## src/rtl/pipe_slot.sv

```systemverilog
// One pipeline storage slot: a valid bit plus payload, with clear over load.
// The payload only updates on a live load, so it keeps its last value when emptied.
module pipe_slot #(
    parameter int W = 64
) (
    input  logic         clk,
    input  logic         rst_n,
    input  logic         clr,
    input  logic         ld,
    input  logic         d_vld,
    input  logic [W-1:0] d,
    output logic         q_vld,
    output logic [W-1:0] q
);

    always_ff @(posedge clk or negedge rst_n) begin
        if (!rst_n) begin
            q_vld <= 1'b0;
            q     <= '0;
        end else if (clr) begin
            q_vld <= 1'b0;
        end else if (ld) begin
            q_vld <= d_vld;
            if (d_vld)
                q <= d;
        end
    end

endmodule

```

## src/rtl/if_id_skid_stage.sv

```systemverilog
// IF->ID stage: main ID slot plus one skid slot so if_ready can be registered.
// Also keeps saturating stall/flush event counters.
module if_id_skid_stage #(
    parameter int              XLEN      = 32,
    parameter logic [XLEN-1:0] NOP_INSTR = XLEN'(32'h00000013),
    parameter int              CNT_W     = 16
) (
    input  logic             clk,
    input  logic             rst_n,
    input  logic [XLEN-1:0]  pc_if,
    input  logic [XLEN-1:0]  instr_if,
    input  logic             valid_if,
    output logic             if_ready,
    input  logic             stall,
    input  logic             flush,
    output logic [XLEN-1:0]  pc_id,
    output logic [XLEN-1:0]  instr_id,
    output logic             valid_id,
    output logic [CNT_W-1:0] stall_cnt,
    output logic [CNT_W-1:0] flush_cnt
);

    localparam int              PW      = 2 * XLEN;
    localparam logic [CNT_W-1:0] CNT_MAX = '1;

    logic [PW-1:0] in_pair, id_pair, sk_pair, id_d;
    logic          id_vld, sk_vld, id_dvld, sk_ld;
    logic          accept, advance, buf_nxt, rdy_q;
    logic [CNT_W-1:0] stall_q, flush_q;

    assign accept  = valid_if & rdy_q;
    assign advance = ~stall | ~id_vld;
    assign in_pair = {pc_if, instr_if};

    // Skid contents always drain ahead of new input to preserve order.
    assign id_d    = sk_vld ? sk_pair : in_pair;
    assign id_dvld = sk_vld | accept;
    assign sk_ld   = advance ? sk_vld : accept;

    pipe_slot #(.W(PW)) u_id_slot (
        .clk   (clk),
        .rst_n (rst_n),
        .clr   (flush),
        .ld    (advance),
        .d_vld (id_dvld),
        .d     (id_d),
        .q_vld (id_vld),
        .q     (id_pair)
    );

    pipe_slot #(.W(PW)) u_skid_slot (
        .clk   (clk),
        .rst_n (rst_n),
        .clr   (flush),
        .ld    (sk_ld),
        .d_vld (accept),
        .d     (in_pair),
        .q_vld (sk_vld),
        .q     (sk_pair)
    );

    always_comb begin
        buf_nxt = 1'b0;
        if (flush)
            buf_nxt = 1'b0;
        else if (advance)
            buf_nxt = sk_vld & accept;
        else
            buf_nxt = sk_vld | accept;
    end

    // Ready is a flop so the hazard unit's stall never reaches fetch combinationally.
    always_ff @(posedge clk or negedge rst_n) begin
        if (!rst_n)
            rdy_q <= 1'b1;
        else
            rdy_q <= ~buf_nxt;
    end

    always_ff @(posedge clk or negedge rst_n) begin
        if (!rst_n) begin
            stall_q <= '0;
            flush_q <= '0;
        end else begin
            if (id_vld && stall && !flush && stall_q != CNT_MAX)
                stall_q <= stall_q + 1'b1;
            if (flush && flush_q != CNT_MAX)
                flush_q <= flush_q + 1'b1;
        end
    end

    assign if_ready  = rdy_q;
    assign valid_id  = id_vld;
    assign pc_id     = id_pair[PW-1:XLEN];
    assign instr_id  = id_vld ? id_pair[XLEN-1:0] : NOP_INSTR;
    assign stall_cnt = stall_q;
    assign flush_cnt = flush_q;

endmodule

```

## config.mk

```make
export PLATFORM = sky130hd
export DESIGN_NAME = if_id_skid_stage
export DESIGN_NICKNAME = d
export VERILOG_FILES = /design/src/rtl/pipe_slot.sv /design/src/rtl/if_id_skid_stage.sv
export SDC_FILE = /design/constraint.sdc
export NUM_CORES = 1
export LEC_CHECK = 0
export ABC_CLOCK_PERIOD_IN_PS = 2200
export CORE_ASPECT_RATIO = 1.4
export CORE_MARGIN = 3
export CORE_UTILIZATION = 51
export CTS_CLUSTER_SIZE = 24
export DETAILED_ROUTE_END_ITERATION = 6
export HOLD_SLACK_MARGIN = 0.02
export PLACE_DENSITY = 0.92
export SKIP_CTS_REPAIR_TIMING = 1
export SLEW_MARGIN = 20
export SYNTH_ARGS = -nofsm -noshare
export SYNTH_HDL_FRONTEND = slang
export SYNTH_SLANG_ARGS = --single-unit
```

## constraint.sdc

```tcl
create_clock -name clk -period 2.2 [get_ports clk]
set_input_delay 0.33 -clock clk [delete_from_list [all_inputs] [get_ports clk]]
set_output_delay 0.33 -clock clk [all_outputs]
set_load 0.01 [all_outputs]
```

Yosys cells after proc, flatten, opt, wreduce, memory -nomap -nowiden
Index checks and enable logic that the tools add are counted.
{ "word_totals": {"wordCells": 37, "out_inout_bits": 98, "register_bits": 163, "in_bits": 69} }
{ "classes": {"n_bitwise": 8, "n_reduce_logical": 9, "add_sub_neg": 2, "n_eq_ne": 2, "mux": 9} }
{ "ops": {"columns": ["operator", "count"], "rows": [
  ["64-bit two-way mux", 1],
  ["16-bit by 1-bit adder with 16-bit output (second input constant)", 2],
  ["32-bit two-way mux", 1],
  ["16-bit != test (second input constant)", 2],
  ["1-bit two-way mux", 7],
  ["3-bit AND reduction", 2],
  ["1-bit logical AND", 4],
  ["1-bit NOT", 4],
  ["2-bit nonzero test", 2],
  ["1-bit AND", 2],
  ["1-bit bitwise OR", 2],
  ["1-bit logical NOT", 1]
]} }

Logic depth before layout (Yosys ltp)
Gate-level depths: netlist of run 1.
{ "logic_depth": {"depth_word": 5, "depth_mapped": 7, "depth_no_buf": 5} }

Modules after synthesis
A second synthesis of run 1 with hierarchy kept.
{ "hier_totals": {"hier_cells": 535, "hier_area_um2": 8060.2} }
{ "modules_own_cells": {"columns": ["module", "area_per_inst_um2", "instances", "cells_each", "seq_area_each_um2"], "rows": [
  ["pipe_slot", 2725.1, 2, 139, 1626.6],
  ["if_id_skid_stage", 2610.0, 1, 257, 827.0]
]} }

Worst setup path before layout of run 1
No wires, ideal clock.
{ "synth_timing": {"kind": "register to register", "from": "register flush_q[0] (netlist: flush_cnt[0])", "to": "register flush_q[1] (netlist: flush_cnt[1])", "required_time_ns": 2.072, "setup_ns": 0.128, "n_path_buf": 0, "path_stages_with_launch": 6, "setup_slack_ns": 0.373, "t_arrival_ns": 1.699, "period_less_slack_ns": 1.827, "cell_sequence": "dfrtp_1 -> ha_1 -> nand4_1 -> nor4_4 -> nand2b_1 -> mux2_1"} }
{ "synth_between": {"elab_chain_cells": 2, "elab_cells_between_ends": 3, "cone_classes": "add/sub (1); eq/ne (1); reduce/logical (1)"} }
{ "synth_lines": {"columns": ["item", "line_no", "rtl"], "rows": [
  ["start, declared", "if_id_skid_stage.sv:29", "logic [CNT_W-1:0] stall_q, flush_q;"],
  ["start signal, assigned", "if_id_skid_stage.sv:88", "flush_q <= flush_q + 1'b1;"],
  ["parallel branches: the longest is 2 deep, another holds 16-bit by 1-bit adder with 16-bit output", null, null]
]} }
Several ways; the timed one is not identified.
A chain may end at the register's enable or synchronous reset.

Worst setup path after layout of run 1
{ "layout_timing": {"from": "register u_id_slot.q_vld", "to": "output instr_id[21]"} }
{ "layout_between": {"elab_chain_cells": 1} }
{ "layout_lines": {"columns": ["item", "line_no", "rtl"], "rows": [
  ["start, declared", "pipe_slot.sv:12", "output logic q_vld,"],
  ["start signal, assigned", "pipe_slot.sv:23", "q_vld <= d_vld;"],
  ["32-bit two-way mux", "if_id_skid_stage.sv:95", "assign instr_id = id_vld ? id_pair[XLEN-1:0] : NOP_INSTR;"],
  ["end, declared", "if_id_skid_stage.sv:17", "output logic [XLEN-1:0] instr_id,"]
]} }
No other way between the ends.

==> results of run 1 <==
## sequential cells by signal, indices dropped and copies added (netlist names)
register           flops
stall_cnt             16
if_ready               1
u_skid_slot.q         64
flush_cnt             16
u_skid_slot.q_vld      1
u_id_slot.q           64
u_id_slot.q_vld        1
## where the power goes
group          total [mW]  switching (mW)  internal [mW]  leakage (nW)
combinational        2.03           0.832           1.20          1.84
clock                2.70            1.20           1.49         0.261
sequential           4.19           0.464           3.73          1.93
total                8.92            2.50           6.42          4.02
## worst min path at each step
stage                             startpoint                            end  slack, ps  cells past startpoint
2_1_floorplan                          rst_n       flush_cnt[0]$_DFFE_PN0P_         30                      0
3_3_place_gp                           rst_n    u_id_slot.q[58]$_DFFE_PN0P_        350                      1
5_1_grt        u_skid_slot.q[50]$_DFFE_PN0P_  u_skid_slot.q[50]$_DFFE_PN0P_        500                      1
3_5_place_dp                           rst_n    u_id_slot.q[58]$_DFFE_PN0P_        360                      1
6_report                               rst_n    u_id_slot.q[58]$_DFFE_PN0P_        480                      2
4_1_cts                                rst_n    u_id_slot.q[58]$_DFFE_PN0P_        -80                      1
## per-stage QoR
| stage | worst slack [ps] | util, % |
|---|---|---|
| 2_1_floorplan | 373 | - |
| 3_5_place_dp | 124 | 65.2 |
| 5_1_grt | 92.0 | 69.1 |
| 4_1_cts | -84.2 | 69.0 |
| 6_report | 193 | 69.1 |
| 3_3_place_gp | 162 | 65.2 |
## cell type report
cell class | count | share of cell area [%]
Clock inverter | 13 | 1.01
Tap cell | 185 | 2.36
Multi-Input combinational cell | 407 | 30.7
Sequential cell | 163 | 41.7
Inverter | 4 | 0.153
Clock buffer | 19 | 4.52
Timing Repair Buffer | 189 | 19.5
## logic make-up after synthesis
logic type / share of synthesized area [%]
xor+xnor: 3.04
buf+inv: 5.76
mux: 18.5
simple gates: 12.5
compound gates: 5.51
flops: 54.4
fa+ha+maj: 0.334
## layer usage
layer | routed length (µm) | track usage (%)
met1 | 6470 | 24.6
met2 | 8830 | 37.4
met4 | 325 | 6.13
met3 | 831 | 5.09
met5 | 0 | 0
## cells in the mapped netlist (all sizes together) (8+ instances only)
master and instances:
nand2 12, nor2 78, nand3 8, nand4 9, mux2 66, dfrtp 162, clkbuf 9, nor3 10
and2 29, mux2i 64, xor2 19, a21oi 68, buf 57
==> reports/metrics.yaml, run 1 <==
start_kind: "flip-flop"
whs_ps: 483
fmax_ghz: 0.498
crit_required_ps: 1870
die_height_um: 149
cts_buffer_depth: 2
most-common-layout-cells: "clkdlybuf4s50_1 (165), dfrtp_1 (160), nor2_1 (78)"
path_cells: "buf_4, and2_1, clkdlybuf4s50_1"
syn_avg_cell_area_um2: 11.7
status: "complete, no violations"
powerDensity_nw_per_um2: 911
timing.rr.end: "stall_cnt[13]$_DFFE_PN0P_"
cts.sinks: 163
syn-cell-area_um2: 7490
viasPerCell: 5.29
min_path_type: "in2async"
synthTopCellsByArea: "dfrtp_1 (54%), mux2_2 (8.9%), mux2i_1 (8.5%), a21oi_1 (4.5%), nor2_1 (3.9%)"
crit_fanout: 15
synth_flop_cell: "dfrtp_1"
synthCells: 640
dr.pass1.iters: 4
cp-end-kind: "primary output"
seq_area_um2: 4090
drv_slew: 0
track_usage_pct: 20.9
port_buffers: 166
synth-edff-count: 0
finalPower_mw: 8.92
insertedDiodeCount: 0
slowest_stage: "clkdlybuf4s50_1"
hpwl_um: 11400
syn2layout_area_growth_pct: 30.7
core_um2: 14200
yosysSeqAreaShare_pct: 54.4
cap_violations: 0
multiInputGateArea_um2: 3010
critical_path_class: "reg2out"
drtIter0Drc: 181
rows: 51
reg2reg_from: "stall_cnt[0]$_DFFE_PN0P_"
async_flop_share_pct: 100
clk_root_buffer_cell: "clkbuf_16"
grt_pass1_wl_um: 26600
final_area_um2: 9790
cts_tree: "built"
ios: 167
grt_setup_unrepaired: "false"
peakVddDrop_mv: 0.630
path_delay_family: "buffers and inverters"
regToRegSetupSlack_ps: 370
crit_buf_inv: 2
worstMarginPinSlew_ps: 602
fin_skew_ps: 13.5
overflow: 0
fin_cells: 980
die_x_um: 108
ys_types: 43
drive_gt1_share_pct: 16.2
wl_per_cell_um: 16.8
r2r_cells: 5
clock_latency_ps: 410
initial_core_util_pct: 52.9
synth_seq_cells: 163
final_common_cell: "clkdlybuf4s50_1"
yosysWarnings: 0
slew_headroom_pct: 59.9
fin_crit_sh_pct: 91.2
dieArea_um2: 16200
clk_pin_slew_ps: 60
cts_buffers: 17
vias: 5181
fin_crit_ps: 2010
placed_area_um2: 9230
drt_wl_total_um: 16500
synth_fp_nets: 711
drc_errors: 0
power_leakage_nw: 4.02
htree_levels: 4
hold_viol_final: 0
cp.depth: 3
nets: 853
cp.arrival_ps: 1680
setup_viol: 0
antenna_found_initial: 0
dp.cells: 946
setup.worst_path.end: "instr_id[21]"
place_congestion: 0.787
crit_start: "u_id_slot.q_vld$_DFFE_PN0P_"
setup_tns_ps: 0
cp_slowest_stage_delay_ps: 570
ant_nets: 0
grt_pass1_vias: 5341
synth_top_cell_area_share_pct: 54.1
synth_top_area_cell: "dfrtp_1"
grt_max_degree: 63
n_fill_cell: 1018
Note: power is estimated with default switching activity, not from simulation.
==> run 2: changes to the inputs <==
--- a/config.mk
+++ b/config.mk
@@ -5,15 +5,16 @@
 export SDC_FILE = /design/constraint.sdc
 export NUM_CORES = 1
 export LEC_CHECK = 0
-export ABC_CLOCK_PERIOD_IN_PS = 2200
+export ABC_CLOCK_PERIOD_IN_PS = 2400
 export CORE_ASPECT_RATIO = 1.4
 export CORE_MARGIN = 3
-export CORE_UTILIZATION = 51
+export CORE_UTILIZATION = 55
 export CTS_CLUSTER_SIZE = 24
 export DETAILED_ROUTE_END_ITERATION = 6
 export HOLD_SLACK_MARGIN = 0.02
-export PLACE_DENSITY = 0.92
+export PLACE_DENSITY = 0.95
 export SKIP_CTS_REPAIR_TIMING = 1
+export SKIP_LAST_GASP = 1
 export SLEW_MARGIN = 20
 export SYNTH_ARGS = -nofsm -noshare
 export SYNTH_HDL_FRONTEND = slang
==> constraint.sdc (replaced) <==
create_clock -name clk -period 2.4 [get_ports clk]
set_input_delay 0.36 -clock clk [delete_from_list [all_inputs] [get_ports clk]]
set_output_delay 0.36 -clock clk [all_outputs]
set_load 0.01 [all_outputs]
==> run 2 against run 1 <==
  * Sequential share of layout area rose by 0.36 points
  * Die area fell by 6.9%
  * Non-clock buffer count fell by 9
  * Wire length rose by 6.5%
  * Combinational power fell by 8%
  * Via count rose by 3.0%
  * Worst setup slack improved by 140 ps
  * First-iteration DRC count rose by 3.3%
  * Clock power fell by 8.1%
  * Utilization rose by 5.2 points
  * Critical endpoint is now instr_id[5]
==> reports/metrics.yaml, run 2 (synthesis gave the netlist of run 1 again) <==
crit_required_ps: 2040
cap_violations: 0
core_um2: 13100
drtIter0Drc: 187
fin_crit_sh_pct: 85.9
path_cells: "buf_4, and2_1, clkdlybuf4s50_1"
grt_setup_unrepaired: "false"
drt_wl_total_um: 17500
htree_levels: 4
cts_tree: "built"
wl_per_cell_um: 18.2
clk_pin_slew_ps: 70
drv_slew: 0
overflow: 0
syn2layout_area_growth_pct: 29.5
worstMarginPinSlew_ps: 574
clock_latency_ps: 410
switchingPower_mw: 2.35
setup_tns_ps: 0
setup_viol: 0
cp.arrival_ps: 1700
dr.pass1.iters: 4
placed_area_um2: 9150
crit_fanout: 15
clkPwrFrac_pct: 30.1
clk_root_buffer_cell: "clkbuf_16"
power_leakage_nw: 3.97
fin_crit_ps: 2060
status: "complete, no violations"
cts_buffers: 17
nets: 844
viasPerCell: 5.53
min_path_type: "in2async"
drive_gt1_share_pct: 15.1
slew_headroom_pct: 61.7
grt_pass1_wl_um: 29100
grt_pass1_vias: 5777
die_x_um: 105
insertedDiodeCount: 0
cts.sinks: 163
final_common_cell: "clkdlybuf4s50_1"
hold_viol_final: 0
antenna_found_initial: 0
p_int_mw: 5.87
port_buffers: 166
track_usage_pct: 24.2
drc_errors: 0
critical_path_class: "reg2out"
slowest_stage: "clkdlybuf4s50_1"
combinationalPowerShare_pct: 22.7
vias: 5334
most-common-layout-cells: "clkdlybuf4s50_1 (165), dfrtp_1 (161), nor2_1 (78)"
cp_slowest_stage_delay_ps: 550
p_seq_share_pct: 47.2
ant_nets: 0
cts_buffer_depth: 2
fmax_ghz: 0.485
final_area_um2: 9710
largestRegisters: "u_id_slot.q: 64 flops, u_skid_slot.q: 64 flops"
peakVddDrop_mv: 0.517
fin_skew_ps: 11.5
grt_max_degree: 109
place_congestion: 0.881
start_kind: "flip-flop"
hpwl_um: 12100
ios: 167
powerDensity_nw_per_um2: 847
initial_core_util_pct: 57.4
power_switching_share_pct: 28.6
die_height_um: 144
dieArea_um2: 15100
rows: 49
cp-end-kind: "primary output"
-- run 2: cell count changes in the layout (fill, tap and decap cells not counted), sizes merged --
cell and change:
clkinv +1, buf -9, inv -2, clkinvlp +1
-- run 2: worst max-delay path: cells and delay by family, from the launching register on --
family,cells,cell delay [ps]
AND/OR/NAND/NOR,1,190
buffers and inverters,2,770
flip-flops,1,340
-- run 2: power by group through the flow --
| stage | sequential, mW | combinational [mW] | clock (mW) |
|---|---|---|---|
| 2_1_floorplan | 3.81 | 1.09 | 0 |
| 3_3_place_gp | 3.85 | 1.78 | 0 |
| 3_5_place_dp | 3.91 | 1.87 | 0 |
| 4_1_cts | 3.87 | 1.89 | 2.51 |
| 5_1_grt | 3.96 | 2.04 | 2.64 |
| 6_report | 3.88 | 1.87 | 2.48 |
-- run 2: path summary, 6_finish.rpt --
path / cells after the start / startpoint / end / slack [ps]
worst min register to register: 1 / u_skid_slot.q[47]$_DFFE_PN0P_ / u_skid_slot.q[47]$_DFFE_PN0P_ / 490
worst min-delay path: 2 / rst_n / u_id_slot.q[7]$_DFFE_PN0P_ / 470
worst max register to register: 5 / stall_cnt[0]$_DFFE_PN0P_ / stall_cnt[13]$_DFFE_PN0P_ / 510
max in group asynchronous: 3 / rst_n / u_skid_slot.q[0]$_DFFE_PN0P_ / 1140
min in group clk: 1 / u_skid_slot.q[47]$_DFFE_PN0P_ / u_skid_slot.q[47]$_DFFE_PN0P_ / 490
worst max-delay path: 3 / u_id_slot.q_vld$_DFFE_PN0P_ / instr_id[5] / 340
-- run 2: stage by stage --
step / utilization (%) / power (mW) / setup WS, ps / hold WS (ps) / cells
2_1_floorplan: - / 4.90 / 573 / 64.4 / 640
3_3_place_gp: 70.1 / 5.63 / 187 / 370 / 931
3_5_place_dp: 70.1 / 5.78 / 94.8 / 382 / 931
4_1_cts: 74.2 / 8.28 / 310 / -64.3 / 963
5_1_grt: 74.3 / 8.64 / 221 / 503 / 964
6_report: 74.3 / 8.22 / 337 / 470 / 964
-- run 2: layout make-up --
cell class	instances	area (µm²)
clock buffers	19	443
inverters	4	15.0
repair buffers	180	1830
clock inverters	13	101
multi-input cells	407	3010
well taps	178	223
fillers	841	3350
flip-flops and latches	163	4080
-- run 2: routing by layer --
metal	up-vias	track usage, %	wire [µm]	part of all wire [%]
met5	-	0	0	0
met4	0	11.1	499	2.8
met3	42	5.90	862	4.9
met2	188	43.1	9500	54
met1	2664	27.9	6660	38
li1	2440	-	-	-
